**config.mk**
```make
export PLATFORM = sky130hd
export DESIGN_NAME = fetch_unit
export DESIGN_NICKNAME = d
export VERILOG_FILES = /design/src/rtl/fetch_unit.sv
export SDC_FILE = /design/constraint.sdc
export NUM_CORES = 1
export LEC_CHECK = 0
export ABC_AREA = 1
export CELL_PAD_IN_SITES_DETAIL_PLACEMENT = 0
export CELL_PAD_IN_SITES_GLOBAL_PLACEMENT = 1
export CORE_ASPECT_RATIO = 1.5
export CORE_MARGIN = 5
export CORE_UTILIZATION = 32
export CTS_CLUSTER_DIAMETER = 50
export CTS_CLUSTER_SIZE = 8
export DETAILED_ROUTE_END_ITERATION = 12
export PLACE_DENSITY_LB_ADDON = 0.1
export SLEW_MARGIN = 20
export SYNTH_ARGS = -nofsm -noshare
export SYNTH_HDL_FRONTEND = slang
export SYNTH_SLANG_ARGS = --single-unit
```
**constraint.sdc**
```tcl
create_clock -name clk -period 1.45 [get_ports clk]
set_input_delay 0.2175 -clock clk [delete_from_list [all_inputs] [get_ports clk]]
set_output_delay 0.2175 -clock clk [all_outputs]
set_load 0.02 [all_outputs]
```
**src/rtl/fetch_unit.sv**
```systemverilog
// Instruction fetch stage: issues one instruction-memory read at a time, holds the
// fetched word for decode, and handles redirects, response draining and HALT.
module fetch_unit #(
  parameter logic [15:0] RESET_PC = 16'h0000
) (
  input  logic        clk,
  input  logic        rst_n,
  output logic        imem_req,
  output logic [15:0] imem_addr,
  input  logic        imem_rvalid,
  input  logic [15:0] imem_rdata,
  output logic        if_valid,
  output logic [15:0] if_instr,
  output logic [15:0] if_pc,
  output logic [15:0] if_pc_plus2,
  input  logic        id_ready,
  input  logic        redirect,
  input  logic [15:0] redirect_pc,
  output logic        halted
);

  localparam logic [4:0]  OP_HALT = 5'b00000;
  localparam logic [15:0] NOP     = 16'h0800;

  typedef enum logic [2:0] {
    S_IDLE, S_FETCH, S_WAIT, S_DRAIN, S_HOLD, S_HALT
  } state_t;

  state_t      state, state_n;
  logic [15:0] pc, pc_n, target;
  logic        load, clear, halt_set;

  assign target = redirect_pc & 16'hFFFE;

  always_comb begin
    state_n  = state;
    pc_n     = pc;
    load     = 1'b0;
    clear    = 1'b0;
    halt_set = 1'b0;
    case (state)
      S_IDLE:  state_n = S_FETCH;
      S_FETCH: begin
        if (redirect) pc_n = target;
        state_n = redirect ? S_FETCH : S_WAIT;
      end
      S_WAIT: begin
        if (redirect) begin
          pc_n    = target;
          state_n = imem_rvalid ? S_FETCH : S_DRAIN;
        end else if (imem_rvalid) begin
          load    = 1'b1;
          pc_n    = pc + 16'd2;
          state_n = (imem_rdata[15:11] == OP_HALT) ? S_HALT : S_HOLD;
        end
      end
      S_DRAIN: begin
        // A redirect landing on the very cycle the stale response arrives still
        // retires that response; waiting for another would never end.
        if (redirect) pc_n = target;
        if (imem_rvalid) state_n = S_FETCH;
      end
      S_HOLD: begin
        if (redirect) pc_n = target;
        if (redirect || id_ready) begin
          clear   = 1'b1;
          state_n = S_FETCH;
        end
      end
      S_HALT: begin
        if (!halted) begin
          if (redirect) begin
            pc_n    = target;
            clear   = 1'b1;
            state_n = S_FETCH;
          end else if (id_ready) begin
            clear    = 1'b1;
            halt_set = 1'b1;
          end
        end
      end
      default: state_n = S_IDLE;
    endcase
  end

  always_ff @(posedge clk or negedge rst_n) begin
    if (!rst_n) begin
      state       <= S_IDLE;
      pc          <= RESET_PC;
      imem_req    <= 1'b0;
      imem_addr   <= 16'h0000;
      if_valid    <= 1'b0;
      if_instr    <= NOP;
      if_pc       <= 16'h0000;
      if_pc_plus2 <= 16'h0000;
      halted      <= 1'b0;
    end else begin
      state    <= state_n;
      pc       <= pc_n;
      // The request pulse is registered so it coincides exactly with the FETCH cycle.
      imem_req <= (state_n == S_FETCH);
      if (state_n == S_FETCH) imem_addr <= pc_n;
      if (load) begin
        if_valid    <= 1'b1;
        if_instr    <= imem_rdata;
        if_pc       <= pc;
        if_pc_plus2 <= pc + 16'd2;
      end
      if (clear)    if_valid <= 1'b0;
      if (halt_set) halted   <= 1'b1;
    end
  end

endmodule

```
==> results_dict.tcl, run 1 <==
set metrics [dict create \
    status "finished, violations left" \
    failed_checks "negative setup slack" \
    yosysSeqAreaShare_pct 48.4 \
    post-route-period-util_pct 114 \
    p_clk_share_pct 16.2 \
    wl_per_cell_um 16.8 \
    gp_congestion 0.872 \
    die_x_um 106 \
    power.switching_mw 7.29 \
    antenna_found_initial 0 \
    fin_tns_setup_ns -9.28 \
    initial_core_util_pct 32.7 \
    die_area_um2 16200 \
    track_usage_pct 19.6 \
    dr.first_iter.drc_count 192 \
    synth_warnings 0 \
    cts_buffer_depth 2 \
    max_freq_ghz 0.604 \
    io_pins 104 \
    syn_nets 620 \
    place_inst 911 \
    p_comb_share_pct 57.4 \
    vdd_ir_drop_max_mv 1.28 \
    io_buffer_count 102 \
    end_kind "flip-flop" \
    final_cell_mix "nand2_1, buf_4, dfrtp_1" \
    row_count 52 \
    synth-seq-cells 85 \
    fin_ws_ns -0.206 \
    worstSetupPathType "flip-flop to flip-flop" \
    fin_util_pct 58.1 \
    grt_overflow_total 0 \
    synth_area_per_cell_um2 7.56 \
    internal-power_mw 9.59 \
    multi_input_area_um2 2610 \
    drt_first_pass_iters 4 \
    cts_sinks 85 \
    syn-cell-area_um2 4400 \
    setup_viol 73 \
    mostFrequentLayoutCell "nand2_1" \
    power.total_mw 16.9 \
    power_density_nw_per_um2 2160 \
    regArea_um2 2130 \
    grt_max_degree 28 \
    yosysUniqueCellTypes 35 \
    hold_viol_final 0 \
    die_y_um 154 \
    seq_power_share_pct 26.4 \
    cp.required_ns 1.69 \
    switching_share_pct 43.2 \
    cts_buffers 9 \
    drt_wl_total_um 16300 \
    grt_first_pass_wirelength_um 25100 \
    relSlewSlack_pct 72.9 \
    crit_fanout 5 \
    worstReg2RegEnd "imem_addr[9]$_DFFE_PN0N_" \
    num_vias 4618 \
    finalNonFillerCells 968 \
    clockRootBuffer "clkbuf_16" \
    synth_cells 582 \
    htree_levels 3 \
    first_global_vias 4666 \
    cts_tree "done" \
    cp.arrival_ns 1.90 \
    drive_above_1_share_pct 37.5 \
    startpoint_type "flip-flop" \
    finalCriticalPeriod_ns 1.66 \
    report.final.slew_viol_count 0 \
    p_leak_nw 3.89 \
    fill_cells 1235 \
    clk_transition_reported_paths_ns 0.07 \
    cap_violations 0 \
    insertion_delay_ns 0.35 \
    clock_skew_ns 0.00923 \
    dp_hpwl_um 10700 \
    antenna_cells 0 \
    regToRegStartpoint "pc[2]$_DFF_PN0_" \
    min_path_type "input port to async pin" \
    area_growth_pct 77.8 \
    ant_nets 0 \
    drc 0 \
    hold_slack_ns 0.335 \
    viasPerCell 4.77 \
    regToRegSetupSlack_ns -0.21 \
    worst_pin_slew_ns 0.407 \
    fin_nets 839 \
    coreArea_um2 13500 \
    grt_setup_unrepaired "true" \
    reg2regPathDepth 13 \
]
[worst max-delay path by stage]
| stage | startpoint | end | cells after the start |
|---|---|---|---|
| 2_1_floorplan | state[2]$_DFF_PN0_ | imem_addr[2]$_DFFE_PN0N_ | 12 |
| 3_3_place_gp | imem_rvalid | imem_addr[4]$_DFFE_PN0N_ | 8 |
| 3_5_place_dp | redirect | imem_addr[14]$_DFFE_PN0N_ | 9 |
| 4_1_cts | pc[2]$_DFF_PN0_ | imem_addr[8]$_DFFE_PN0N_ | 12 |
| 5_1_grt | pc[2]$_DFF_PN0_ | imem_addr[9]$_DFFE_PN0N_ | 13 |
| 6_report | pc[2]$_DFF_PN0_ | imem_addr[9]$_DFFE_PN0N_ | 13 |
[final cells by class]
| class | count | share of cell area (%) |
|---|---|---|
| clock buffers | 11 | 3.10 |
| repair buffers | 233 | 29.9 |
| well taps | 162 | 2.59 |
| clock inverters | 5 | 1.38 |
| inverters | 45 | 2.42 |
| flip-flops and latches | 85 | 27.3 |
| multi-input cells | 427 | 33.4 |
[through the flow]
stage	setup WS, ns	area [um^2]
after floorplan	-0.0829	4420
after global placement	-0.572	6270
after detailed placement	-0.569	6270
after CTS	-0.196	7350
after global routing	-0.286	7820
final	-0.206	7820
[cells by family (layout without fill, tap and decap cells)]
logic type | after synthesis | in the layout | share of synthesized area, %
buf+inv | 72 | 294 | 7.28
compound gates | 98 | 98 | 11.9
simple gates | 319 | 321 | 30.8
xor+xnor | 7 | 7 | 1.39
fa+ha+maj | 1 | 1 | 0.284
flops | 85 | 85 | 48.4
[worst max-delay path, stage by stage (launching register included)]
cell,delay (ns)
dfrtp_1,0.40
buf_6,0.12
ha_4,0.14
nand2_2,0.07
nor2_2,0.10
buf_6,0.14
nand2_4,0.05
xor2_2,0.14
nand2_1,0.07
nand2_1,0.05
nand2_1,0.08
nand3_2,0.07
nand2_1,0.06
nand2_1,0.04
[power groups by stage]
| stage | logic, mW | registers, mW | clock network [mW] |
|---|---|---|---|
| 2_1_floorplan | 3.27 | 5.22 | 0 |
| 3_3_place_gp | 8.12 | 4.27 | 0 |
| 3_5_place_dp | 8.18 | 4.31 | 0 |
| 4_1_cts | 8.70 | 4.36 | 2.79 |
| 5_1_grt | 10.6 | 4.60 | 2.86 |
| 6_report | 9.69 | 4.46 | 2.73 |
[flip-flops by register name, summed over array words and instances, names as in the netlist, 3 cells and up]
register / flops
if_pc_plus2: 15
if_pc: 16
state: 3
pc: 16
if_instr: 16
imem_addr: 16
[routing by layer]
layer | share of wire [%] | wire, um | vias to the layer above | track usage, %
li1 | - | - | 2311 | -
met1 | 40 | 6520 | 2179 | 23.5
met2 | 53 | 8640 | 106 | 35.3
met3 | 4.7 | 767 | 22 | 3.48
met4 | 2.0 | 323 | 0 | 6.60
met5 | 0 | 0 | - | 0
[cell usage after synthesis]
cell / instances / area, um^2
clkbuf_1: 9 / 33.8
nand2_4: 3 / 33.8
xor2_1: 6 / 52.6
clkbuf_2: 1 / 5.00
buf_2: 12 / 60.1
dfrtp_1: 84 / 2100
nand4_1: 9 / 56.3
nor3_1: 1 / 5.00
a31oi_2: 1 / 12.5
nand3_1: 29 / 145
buf_4: 1 / 7.51
o22ai_1: 2 / 12.5
o21ai_1: 1 / 5.00
a31oi_1: 3 / 18.8
o211ai_1: 2 / 15.0
nand2_2: 5 / 31.3
or2_2: 3 / 18.8
o32a_1: 1 / 10.0
o21ai_0: 54 / 270
o21a_1: 2 / 15.0
buf_6: 4 / 45.0
inv_1: 36 / 135
nand3b_1: 4 / 30.0
nor2_4: 2 / 22.5
clkinv_1: 2 / 7.51
nand4_4: 1 / 21.3
nor2_1: 52 / 195
dfstp_2: 1 / 26.3
nor2_2: 2 / 12.5
ha_1: 1 / 12.5
xnor2_1: 1 / 8.76
inv_2: 7 / 26.3
a21oi_1: 31 / 155
nand2_1: 208 / 781
o21ai_2: 1 / 8.76
[what timing repair did]
action / in CTS / in global routing
setup buffers: 15 / 16
cloned: 12 / 3
hold buffers: 1 / 0
endpoints found under the hold margin: 23 / 0
endpoints found under the setup margin: 148 / 81
gates resized for setup: 201 / 102
pin swaps: 26 / 41
Note: power is estimated with default switching activity, not from simulation.
==> run 2: changes to the inputs <==
--- a/config.mk
+++ b/config.mk
@@ -12,9 +12,9 @@
 export CORE_MARGIN = 5
 export CORE_UTILIZATION = 32
 export CTS_CLUSTER_DIAMETER = 50
-export CTS_CLUSTER_SIZE = 8
 export DETAILED_ROUTE_END_ITERATION = 12
 export PLACE_DENSITY_LB_ADDON = 0.1
+export REMOVE_ABC_BUFFERS = 1
 export SLEW_MARGIN = 20
 export SYNTH_ARGS = -nofsm -noshare
 export SYNTH_HDL_FRONTEND = slang
==> results_dict.tcl, run 2 (synthesized netlist as in run 1, its figures left out) <==
set metrics [dict create \
    status "finished, violations left" \
    failed_checks "negative setup slack" \
    fill_cells 1315 \
    clk_transition_reported_paths_ns 0.06 \
    grt_overflow_total 0 \
    p_leak_nw 3.69 \
    drt_first_pass_iters 4 \
    cp.required_ns 1.73 \
    dr.first_iter.drc_count 177 \
    drt_wl_total_um 15400 \
    viasPerCell 4.74 \
    antenna_cells 0 \
    hold_viol_final 0 \
    cpPeakStageDelay_ns 0.47 \
    mostFrequentLayoutCell "nand2_1" \
    crit_chain "nor2_4 > inv_2 > nor2_4 > inv_4 > o21ai_2 > nand2_2 > nand2_4 > nand2_4 > nor2_4 > clkbuf_16 > nand2_1 > nand2_1" \
    grt_setup_unrepaired "true" \
    clock_skew_ns 0.00712 \
    cts_buffers 9 \
    wl_per_cell_um 16.0 \
    die_x_um 106 \
    power_density_nw_per_um2 2190 \
    io_pins 104 \
    place_area_um2 6290 \
    fin_nets 833 \
    startpoint_type "flip-flop" \
    final_cell_area_um2 7220 \
    wl_met3_um 544 \
    max_freq_ghz 0.591 \
    min_path_type "input port to async pin" \
    final_cell_mix "nand2_1, buf_4, dfrtp_1" \
    worstSetupPathType "flip-flop to flip-flop" \
    die_area_um2 16200 \
    htree_levels 3 \
    area_growth_pct 64.2 \
    fin_ws_ns -0.243 \
    insertion_delay_ns 0.34 \
    dp_hpwl_um 11100 \
    antenna_found_initial 0 \
    end_kind "flip-flop" \
    num_vias 4556 \
    cp_common_cell "nor2_4" \
    vdd_ir_drop_max_mv 1.41 \
    drive_above_1_share_pct 27.8 \
    grt_first_pass_wirelength_um 24200 \
    initial_core_util_pct 32.7 \
    die_y_um 154 \
    relSlewSlack_pct 73.1 \
    cap_violations 0 \
    dr.max_layer_used "met4" \
    crit_fanout 8 \
    worst_pin_slew_ns 0.404 \
    io_buffer_count 102 \
    ant_nets 0 \
    cts_tree "done" \
    setup_viol 79 \
    finalNonFillerCells 962 \
    first_global_vias 4570 \
    critical_path.slowest_cell "dfrtp_2" \
    hold_slack_ns 0.345 \
    track_usage_pct 18.8 \
    cts_buffer_depth 2 \
    routedLengthMet1_um 6730 \
    post-route-period-util_pct 117 \
    gp_congestion 0.879 \
    wl_met2_um 7800 \
    cp.arrival_ns 1.98 \
    coreArea_um2 13500 \
    grt_max_degree 33 \
    finalCriticalPeriod_ns 1.69 \
    row_count 52 \
    place_inst 919 \
    drc 0 \
    cts_sinks 85 \
    report.final.slew_viol_count 0 \
    clockRootBuffer "clkbuf_16" \
]
-- run 2: cell count changes in the layout (fill, tap and decap cells not counted), moves of 8 or more --
cell     delta
nand2_1    +44
nand2_2    -26
o21ai_0    +24
o21ai_2    -21
nand2_4    -18
buf_4      +11
buf_16      -8
-- run 2: area by class of cell --
type / instances / area (um^2) / area share, %
Inverter: 45 / 179 / 2.48
Clock buffer: 11 / 233 / 3.22
Multi-Input combinational cell: 427 / 2280 / 31.6
Timing Repair Buffer: 227 / 2100 / 29.1
Sequential cell: 85 / 2130 / 29.5
Tap cell: 162 / 203 / 2.81
Clock inverter: 5 / 85.1 / 1.18
-- run 2: timing repair --
action	in CTS	in global routing
pin swaps	14	14
hold buffers	1	0
hold endpoints to repair	24	0
setup buffers	11	11
setup endpoints to repair	148	81
gates resized for setup	134	36
cloned	4	1
-- run 2: per-stage QoR --
stage               setup TNS [ns]  setup WS [ns]  util, %  power, mW
detailed placement          -40.16         -0.780     46.7       12.6
CTS                          -7.43         -0.200     51.8       15.2
finish                       -8.97         -0.243     53.6       15.8
floorplan                   -37.10         -0.915        -       8.20
global placement            -40.57         -0.773     46.7       12.5
global route                -14.73         -0.326     53.6       17.0
-- run 2: critical path: cells and delay by family, from the launching register on --
kind / cells / cell delay (ns)
DFF: 1 / 0.47
and+or+nand+nor: 8 / 0.80
buffers and inverters: 3 / 0.30
AOI/OAI and AO/OA: 1 / 0.06
-- run 2: routing by layer --
layer / up-vias / global-route usage, %
met1: 2135 / 24.1
met4: 0 / 5.93
met5: - / 0
li1: 2302 / -
met3: 19 / 2.85
met2: 100 / 32.5
-- run 2: worst paths after layout --
check                                            to  slack, ns                startpoint  cells past startpoint
setup / recovery           imem_addr[4]$_DFFE_PN0N_      -0.24        state[2]$_DFF_PN0_                     12
hold / removal                 if_pc[5]$_DFFE_PN0P_       0.35                     rst_n                      2
setup reg to reg           imem_addr[4]$_DFFE_PN0N_      -0.24        state[2]$_DFF_PN0_                     12
hold reg to reg            imem_addr[1]$_DFFE_PN0N_       0.47  imem_addr[1]$_DFFE_PN0N_                      2
max in group asynchronous          pc[12]$_DFF_PN0_       0.59                     rst_n                      3
min in group clk            if_instr[5]$_DFFE_PN0P_       0.41             imem_rdata[5]                      3
-- run 2: power by group --
group | total [mW] | switching, mW | internal, mW
sequential | 4.27 | 0.762 | 3.51
clock | 2.49 | 0.974 | 1.52
combinational | 9.07 | 5.07 | 4.00
total | 15.8 | 6.81 | 9.02
